<file path="config.mk">
export PLATFORM = sky130hd
export DESIGN_NAME = brg_hb_freeze_sender
export DESIGN_NICKNAME = d
export VERILOG_FILES = /design/src/rtl/brg_hb_freeze_sender.sv
export SDC_FILE = /design/constraint.sdc
export NUM_CORES = 1
export LEC_CHECK = 0
export ABC_AREA = 1
export BUFFER_PORTS_ARGS = -buffer_cell sky130_fd_sc_hd__buf_4
export CAP_MARGIN = 20
export CORE_MARGIN = 3
export CORE_UTILIZATION = 40
export CTS_CLUSTER_SIZE = 30
export DETAILED_ROUTE_END_ITERATION = 10
export GPL_TIMING_DRIVEN = 1
export PLACE_DENSITY = 0.86
export SLEW_MARGIN = 20
export SYNTH_ARGS = -nofsm -noshare
export SYNTH_HDL_FRONTEND = slang
export SYNTH_SLANG_ARGS = --single-unit
</file>
<file path="constraint.sdc">
create_clock -name clk_i -period 2.3 [get_ports clk_i]
set_input_delay 0.23 -clock clk_i [delete_from_list [all_inputs] [get_ports clk_i]]
set_output_delay 0.23 -clock clk_i [all_outputs]
set_load 0.005 [all_outputs]
</file>
<file path="src/rtl/brg_hb_freeze_sender.sv">
// Sweeps a freeze/unfreeze store to every compute tile (rows 2..num_tiles_y_p-1),
// throttled by a credit counter, then waits for all responses before pulsing done.
module brg_hb_freeze_sender #(
  parameter int              x_cord_width_p    = 4,
  parameter int              y_cord_width_p    = 4,
  parameter int              data_width_p      = 32,
  parameter int              addr_width_p      = 32,
  parameter int              num_tiles_x_p     = 4,
  parameter int              num_tiles_y_p     = 4,
  parameter int              max_out_credits_p = 16,
  parameter longint unsigned freeze_epa_p      = 'h0
) (
  input  logic                      clk_i,
  input  logic                      reset_i,
  input  logic [x_cord_width_p-1:0] my_x_i,
  input  logic [y_cord_width_p-1:0] my_y_i,
  input  logic                      cmd_v_i,
  input  logic                      cmd_freeze_i,
  output logic                      cmd_ready_o,
  output logic                      busy_o,
  output logic                      done_o,
  output logic                      error_o,
  output logic                      out_v_o,
  input  logic                      out_ready_i,
  output logic [x_cord_width_p-1:0] out_x_o,
  output logic [y_cord_width_p-1:0] out_y_o,
  output logic [addr_width_p-1:0]   out_addr_o,
  output logic [data_width_p-1:0]   out_data_o,
  output logic [x_cord_width_p-1:0] out_src_x_o,
  output logic [y_cord_width_p-1:0] out_src_y_o,
  input  logic                      returned_v_i
);

  localparam int OCW = $clog2(max_out_credits_p + 1);
  localparam logic [x_cord_width_p-1:0] X_LAST  = x_cord_width_p'(num_tiles_x_p - 1);
  localparam logic [y_cord_width_p-1:0] Y_FIRST = y_cord_width_p'(2);
  localparam logic [y_cord_width_p-1:0] Y_LAST  = y_cord_width_p'(num_tiles_y_p - 1);
  localparam logic [OCW-1:0]            OC_MAX  = OCW'(max_out_credits_p);

  typedef enum logic [1:0] {IDLE, SEND, DRAIN, DONE} state_e;

  state_e                    state_q, state_d;
  logic [x_cord_width_p-1:0] x_cnt_q, x_cnt_d;
  logic [y_cord_width_p-1:0] y_cnt_q, y_cnt_d;
  logic                      freeze_q, freeze_d;
  logic [OCW-1:0]            outstanding_q, outstanding_d;
  logic                      error_q, error_d;
  logic                      send_v;
  logic                      xfer;

  // Outputs are forced to their idle values while reset is held, not just after it.
  always_comb begin
    send_v      = (state_q == SEND) && (outstanding_q < OC_MAX);
    out_v_o     = send_v && !reset_i;
    xfer        = out_v_o && out_ready_i;
    cmd_ready_o = reset_i || (state_q == IDLE);
    busy_o      = !reset_i && ((state_q == SEND) || (state_q == DRAIN));
    done_o      = !reset_i && (state_q == DONE);
    error_o     = error_q;
    out_x_o     = x_cnt_q;
    out_y_o     = y_cnt_q;
    out_addr_o  = addr_width_p'(freeze_epa_p);
    out_data_o  = {{(data_width_p-1){1'b0}}, freeze_q};
    out_src_x_o = my_x_i;
    out_src_y_o = my_y_i;
  end

  always_comb begin
    state_d       = state_q;
    x_cnt_d       = x_cnt_q;
    y_cnt_d       = y_cnt_q;
    freeze_d      = freeze_q;
    outstanding_d = outstanding_q;
    error_d       = error_q;

    case (state_q)
      IDLE: begin
        if (cmd_v_i) begin
          freeze_d = cmd_freeze_i;
          x_cnt_d  = '0;
          y_cnt_d  = Y_FIRST;
          state_d  = SEND;
        end
      end
      SEND: begin
        if (xfer) begin
          if (x_cnt_q == X_LAST) begin
            x_cnt_d = '0;
            y_cnt_d = y_cnt_q + 1'b1;
            if (y_cnt_q == Y_LAST) state_d = DRAIN;
          end else begin
            x_cnt_d = x_cnt_q + 1'b1;
          end
        end
      end
      DRAIN: begin
        if (outstanding_q == '0) state_d = DONE;
      end
      default: state_d = IDLE;
    endcase

    // A response with nothing outstanding is a protocol error; the count saturates at zero.
    if (xfer && !returned_v_i) begin
      outstanding_d = outstanding_q + 1'b1;
    end else if (!xfer && returned_v_i) begin
      if (outstanding_q == '0) error_d = 1'b1;
      else                     outstanding_d = outstanding_q - 1'b1;
    end
  end

  always_ff @(posedge clk_i) begin
    if (reset_i) begin
      state_q       <= IDLE;
      x_cnt_q       <= '0;
      y_cnt_q       <= Y_FIRST;
      freeze_q      <= 1'b0;
      outstanding_q <= '0;
      error_q       <= 1'b0;
    end else begin
      state_q       <= state_d;
      x_cnt_q       <= x_cnt_d;
      y_cnt_q       <= y_cnt_d;
      freeze_q      <= freeze_d;
      outstanding_q <= outstanding_d;
      error_q       <= error_d;
    end
  end

endmodule

</file>
# After elaboration in Yosys (flattened, before gate mapping)
# Index checks and enable logic that the tools add are counted.
[classes]
n_addsub = 4
n_lt_le_gt_ge = 1
eq_ne = 11
n_mux = 17
n_bitwise = 1
n_reduce_logical = 22
[ops]
columns = ["op", "count"]
rows = [
  ["4-bit 2-to-1 mux", 6],
  ["4-bit case mux with 2 select lines", 2],
  ["5-bit 2-to-1 mux", 3],
  ["2-bit 2-to-1 mux", 5],
  ["4-bit by 1-bit adder with 4-bit output (second input constant)", 2],
  ["4-bit by 2-bit == test with 1-bit output (second input constant)", 2],
  ["2-bit by 1-bit inequality test with 1-bit output (second input constant)", 4],
  ["1-bit logical AND", 7],
  ["2-bit case mux with 3 select lines", 1],
  ["3-bit AND reduction", 2],
  ["5-bit by 1-bit adder with 5-bit output (second input constant)", 1],
  ["5-bit logical NOT", 1],
  ["5-bit less-than comparator (second input constant)", 1],
  ["5-bit AND reduction", 1],
  ["5-bit by 1-bit subtractor with 5-bit output (second input constant)", 1],
  ["2-bit == test (second input constant)", 2],
  ["2-bit inequality test (second input constant)", 2],
  ["2-bit AND reduction", 2],
  ["4-bit AND reduction", 1],
  ["2-bit nonzero test", 2],
  ["1-bit logical NOT", 3],
  ["2-bit by 1-bit == test with 1-bit output (second input constant)", 1],
  ["2-bit logical NOT", 1],
  ["1-bit logical OR", 2],
  ["1-bit NOT", 1],
]
[totals]
regBits = 17
in_bits = 14
output_inout_bits = 85

# Logic depth before layout (Yosys ltp)
# Gate-level depths: netlist of run 1.
[depth]
ltp_word = 8
ltp_mapped = 14

# Least setup slack after synthesis of run 1
# OpenSTA, ideal clock, no wires.
[synth_timing]
path_type = "register -> register"
start = "register state_q[1]"
end = "register outstanding_q[3]"
setup_ns = 0.116
t_arrival_ns = 2.089
required_ns = 2.184
path_slack_ns = 0.095
stages_incl_launch_ff = 15
path_buffers = 0
period_less_slack_ns = 2.205
cell_sequence = "dfxtp_1 inv_1 ha_1 inv_2 nor2_4 nand3_4 inv_1 ha_1 inv_1 ha_1 a21oi_1 nand2_1 xor2_1 nor2_1 nor2_1"
[synth_via]
elab_chain_len = 8
word_cells_on_any_way = 11
classes_between = "2 x eq/ne; 1 x mux; 8 x reduce/logical"
[synth_rtl]
columns = ["item", "line_no", "text"]
rows = [
  ["start: declaration", "42", "state_e state_q, state_d;"],
  ["start signal: assignment", "120", "state_q <= state_d;"],
  ["2-bit by 1-bit == test with 1-bit output (*)", "53", "send_v = (state_q == SEND) && (outstanding_q < OC_MAX);"],
  ["1-bit logical AND (*)", "53", ""],
  ["1-bit logical AND (*)", "54", "out_v_o = send_v && !reset_i;"],
  ["1-bit logical AND (*)", "55", "xfer = out_v_o && out_ready_i;"],
  ["1-bit logical NOT", "105", "end else if (!xfer && returned_v_i) begin"],
  ["1-bit logical AND", "105", ""],
  ["2-bit nonzero test (no source line)", "--", ""],
  ["2-bit AND reduction (no source line)", "--", ""],
  ["end signal: assignment", "124", "outstanding_q <= outstanding_d;"],
  ["end: declaration", "46", "logic [OCW-1:0] outstanding_q, outstanding_d;"],
]
# Every way passes the cells marked *; elsewhere a longest branch is shown, timed or not.
# A chain may end at the register's enable or synchronous reset.

# Worst setup path after layout of run 1
[layout_timing]
start = "register state_q[1]"
end = "register outstanding_q[4]"
# Same word-level chain as after synthesis.

==> out/qor.csv, run 1 <==
metric;value;unit
dr_total_vias;1162;
timing.hold.ws;242.3;ps
grt_first_pass_wirelength;4160;um
reg2reg_slack;180;ps
drv_cap;0;
stdcell_area;1619;sq um
drt-total-wl;2702;um
drc;0;
period_needed;2123;ps
core;3799;sq um
placed_area;1538;sq um
die_y;70.09;um
syn_to_final_growth;-1.447;%
r2r-start;state_q[1];
cts_max_path_buffers;2;
fin_nets;259;
die_w;70.09;um
wl_per_cell;9.685;um
regArea;342.8;sq um
syn_avg_cell_area;7.536;sq um
die_area;4912;sq um
ys_seq_elements;17;
start_util;43.25;%
cts-root-buf;clkbuf_8;
synth-edff-count;0;
pwr-share-clk;13.0;%
cts-htree-levels;1;
multiInputGateArea;964.7;sq um
drt-initial-drc-count;33;
antennaDiodeCount;0;
internal_power;0.9491;mW
path_clk_slew;70;ps
cts_tree;built;
crit_fanout;7;
r2r_cells;14;
post_cts_buffers;0;
startpoint_type;flip-flop;
syn_inst;218;
synth-async-reset-ratio;0;%
p_comb_share;59.2;%
switching_share;46.05;%
critPathCaptureType;flip-flop;
stdcell_count;279;
status;complete, no violations;
arrival;2320;ps
gp_congestion;0.7821;
min-delay-start;cmd_freeze_i;
leakage;0.8244;nW
grt_usage;10.50;%
io_pins;99;
ys_types;24;
cts_buffers;3;
synthFlopType;dfxtp_1;
cts_sinks;17;
clk_latency;250;ps
placed_cells;275;
portBuffers;19;
drv_slew;0;
finalCritPeriodShare;92.31;%
clock.fmax;0.4710;GHz
p_per_area;1087;nW/um^2
setup-violations-final;0;
vdd_drop_max;0.3457;mV
synthTopCellsByArea;buf_4, dfxtp_1, ha_1;
grt_start_max_net_pins;12;
yosys_warnings;0;
final_hold_viol_count;0;
nFillCells;386;
criticalPathCategory;flip-flop to flip-flop;
p_switching;0.8101;mW
yosysSeqAreaShare;20.72;%
rows;22;
fin_worst_skew;3.290;ps
drtPass1Iterations;4;
synth_area;1643;sq um
grt_remaining_overflow;0;
dp_hpwl;2203;um
synth_top_area_cell;buf_4;
min_path_type;primary input to flip-flop;
synth_top_area_share;33.36;%
seqPwrFrac;27.8;%
hold_depth;3;
required;2490;ps
r2r_end;outstanding_q[4];
finish.utilization;42.62;%
ant_nets;0;
grt_pass1_vias;983;
fin_total_pwr;1.759;mW
viasPerCell;4.165;
antenna_found_initial;0;
drive_gt1_share;18.18;%
min_to;freeze_q;
what timing repair did:
| item | CTS | global route |
|---|---|---|
| resized for setup | 0 | 9 |
| endpoints found under the setup margin | 0 | 4 |
| hold buffers | 0 | 0 |
cell type report:
cell class	count	share of cell area [%]
multi-input combinational	175	59.58
sequential	17	21.17
timing repair buffer	20	9.274
tap	48	3.709
inverter	15	3.478
clock buffer	4	2.782
cell usage in the layout (no fill, tap or decap), drive strengths merged, types with 2 or more instances in the layout:
cell type   n
a21oi      13
buf        20
clkbuf      4
conb       63
dfxtp      17
ha         12
inv        15
nand2      30
nand3      11
nor2       26
o21ai       6
or2         2
xnor2       2
xor2        6
worst max-delay path, cell delays in order, from the launching register on:
cell	delay [ps]
dfxtp_2	340
inv_2	70
ha_2	190
inv_2	80
nor2_4	130
nand3_4	100
inv_1	70
ha_1	170
inv_2	90
fa_2	350
nand3_1	100
nand2_1	70
xor2_1	120
nand2_1	60
a21oi_1	110
cell families (layout without fill, tap and decap cells):
group                    count (synthesis)  in the layout  synth area share, %
XOR/XNOR                                 8              8                4.265
adder cells (fa/ha/maj)                 13             13                10.36
multiplexers                             1              1               0.6093
flip-flops                              17             17                20.72
AO/OA/AOI/OAI                           21             21                7.541
other                                    1             63               0.2283
AND/OR/NAND/NOR                         69             69                19.50
buffers and inverters                   88             39                36.79
how the worst max path moves through the flow:
stage,start,end,cells after the start
after floorplan,state_q[1],outstanding_q[3],14
after global placement,state_q[1],outstanding_q[4],14
after detailed placement,state_q[1],outstanding_q[3],14
after CTS,state_q[1],outstanding_q[3],14
after global routing,state_q[1],outstanding_q[4],14
final,state_q[1],outstanding_q[4],14
metal layers:
| layer | global-route usage, % | up-vias | wire [um] |
|---|---|---|---|
| met4 | 5.532 | 0 | 57 |
| met1 | 11.87 | 514 | 1087 |
| met3 | 3.165 | 7 | 276 |
| met2 | 17.63 | 63 | 1281 |
| met5 | 0 | - | 0 |
| li1 | - | 578 | - |
per-stage QoR:
step	setup slack [ps]	TNS [ps]
after floorplan	94.98	0
after global placement	166.8	0
after detailed placement	47.34	0
after CTS	35.44	0
after global routing	-9.428	-9.428
final	176.8	0
registers in the layout, indices dropped and copies added (netlist names):
| signal | flops |
|---|---|
| out_x_o | 4 |
| out_y_o | 4 |
| state_q | 2 |
| outstanding_q | 5 |
| error_o | 1 |
| freeze_q | 1 |
cells in the mapped netlist, drive strengths merged, types with 2 or more instances:
master  number
buf         73
nand2       30
nor2        26
dfxtp       17
inv         15
a21oi       13
ha          12
nand3       11
o21ai        6
xor2         6
or2          2
xnor2        2
power by group through the flow:
| stage | Clock, mW | Sequential, mW | Combinational (mW) |
|---|---|---|---|
| finish | 0.228 | 0.490 | 1.04 |
| global route | 0.246 | 0.505 | 1.20 |
| CTS | 0.230 | 0.476 | 0.994 |
| detailed placement | 0 | 0.482 | 0.989 |
| global placement | 0 | 0.475 | 0.967 |
| floorplan | 0 | 0.463 | 0.853 |
Note: power is estimated with default switching activity, not from simulation.
==> run 2, diff against run 1 <==
CORE_MARGIN = 2   (was 3)
HOLD_SLACK_MARGIN = 0.15   (was not set)
clock period = 1.85 ns   (was 2.3 ns; I/O delays follow)
==> out/qor.csv, run 2 (synthesized netlist as in run 1, its figures left out) <==
metric;value;unit
status;finished, violations left;
violations;negative setup slack;
ctsHoldBuffers;0;
fin_total_pwr;2.469;mW
ant_nets;0;
drt-initial-drc-count;25;
largest_reg_flops;5;
cp_num_buf_inv;4;
die_y;68.09;um
drv_cap;0;
rsz0062_at_grt;true;
die_w;68.09;um
clk_latency;270;ps
viasPerCell;4.041;
drt-total-wl;2792;um
setup-violations-final;2;
gp_congestion;0.7580;
final_hold_viol_count;0;
final_common_cell;conb_1;
grt_pass1_vias;1041;
worstPathCellList;inv_2 > ha_4 > inv_4 > nor2_4 > nand3_4 > inv_2 > ha_4 > inv_4 > fa_2 > nand3_2 > nand2_2 > xor2_1 > nand2_1 > a21oi_1;
crit_slowest_cell;fa_2;
drc;0;
start_util;41.37;%
drv_slew;0;
cts_max_path_buffers;2;
met3_usage;2.961;%
worst_slack;-13.17;ps
placed_cells;284;
min_path_type;primary input to flip-flop;
cts-htree-levels;1;
leakage;0.8823;nW
fin_nets;270;
cts_buffers;3;
timing.hold.ws;186.1;ps
criticalPathCategory;flip-flop to flip-flop;
wl_per_cell;9.562;um
grt_usage;13.05;%
p_per_area;1403;nW/um^2
place_ws;-100.6;ps
gr-usage-met2;21.60;%
cts-root-buf;clkbuf_8;
arrival;2070;ps
antenna_found_initial;0;
use_met1;14.80;%
path_clk_slew;80;ps
vdd_drop_max;0.7167;mV
finalCritPeriodShare;100.7;%
fin_worst_skew;6.394;ps
period_needed;1863;ps
crit_family;adder cells;
finish.utilization;44.30;%
crit_fanout;4;
grt.busiest_layer;met2;
cts_sinks;17;
most-common-layout-cells;conb_1, buf_4, nand2_1;
startpoint_type;flip-flop;
cts_tree;built;
placed_area;1658;sq um
grt_first_pass_wirelength;4471;um
grt_remaining_overflow;0;
grt_start_max_net_pins;12;
core;3971;sq um
largest_register;outstanding_q;
portBuffers;19;
critPathCaptureType;flip-flop;
tns;-17.32;ps
antennaDiodeCount;0;
rows;23;
slowest_delay;350;ps
stdcell_area;1759;sq um
io_pins;99;
syn_to_final_growth;7.083;%
die_area;4636;sq um
drtPass1Iterations;4;
drive_gt1_share;26.03;%
required;2050;ps
stdcell_count;292;
clock.fmax;0.5367;GHz
dp_hpwl;2228;um
dr_total_vias;1180;
run 2: changes by cell type in the layout (fill, tap and decap cells not counted), moves of 2 or more:
cell,previous run,this run
buf_4,20,31
ha_4,2,4
inv_4,0,2
nand2_1,28,25
nand2_2,0,3
nand3_1,9,7
nand3_2,1,3
run 2: routing by layer:
layer,part of all wire (%),routed length (um)
met1,41,1145
met2,48,1336
met3,7.3,205
met4,3.8,105
met5,0,0
run 2: path summary, 6_finish.rpt:
path	cells past startpoint	startpoint	slack (ps)	to
worst max-delay path	14	state_q[1]	-10	outstanding_q[4]
worst min-delay path	3	cmd_freeze_i	190	freeze_q
worst max register to register	14	state_q[1]	-10	outstanding_q[4]
worst min register to register	2	freeze_q	460	freeze_q
run 2: cell type report:
type / count / area (sq um)
fillers: 394 / 2212
multi-input cells: 175 / 1011
clock inverters: 1 / 7.507
repair buffers: 31 / 232.7
clock buffers: 3 / 41.29
inverters: 15 / 61.31
well taps: 50 / 62.56
flip-flops and latches: 17 / 342.8
run 2: report_power, final:
group | leakage (nW) | switching (mW) | internal, mW
Clock | 0.0217 | 0.147 | 0.152
Sequential | 0.140 | 0.123 | 0.481
Combinational | 0.721 | 0.856 | 0.710
Total | 0.882 | 1.13 | 1.34
run 2: worst min-delay path: stages:
cell     delay (ps)
buf_4           110
nand3_1          50
a21oi_1          60
run 2: repair_timing:
| action | CTS | global route |
|---|---|---|
| setup endpoints to repair | 3 | 5 |
| gates resized for setup | 1 | 7 |
| buffers inserted | 3 | 1 |
| pin swaps | 7 | 4 |
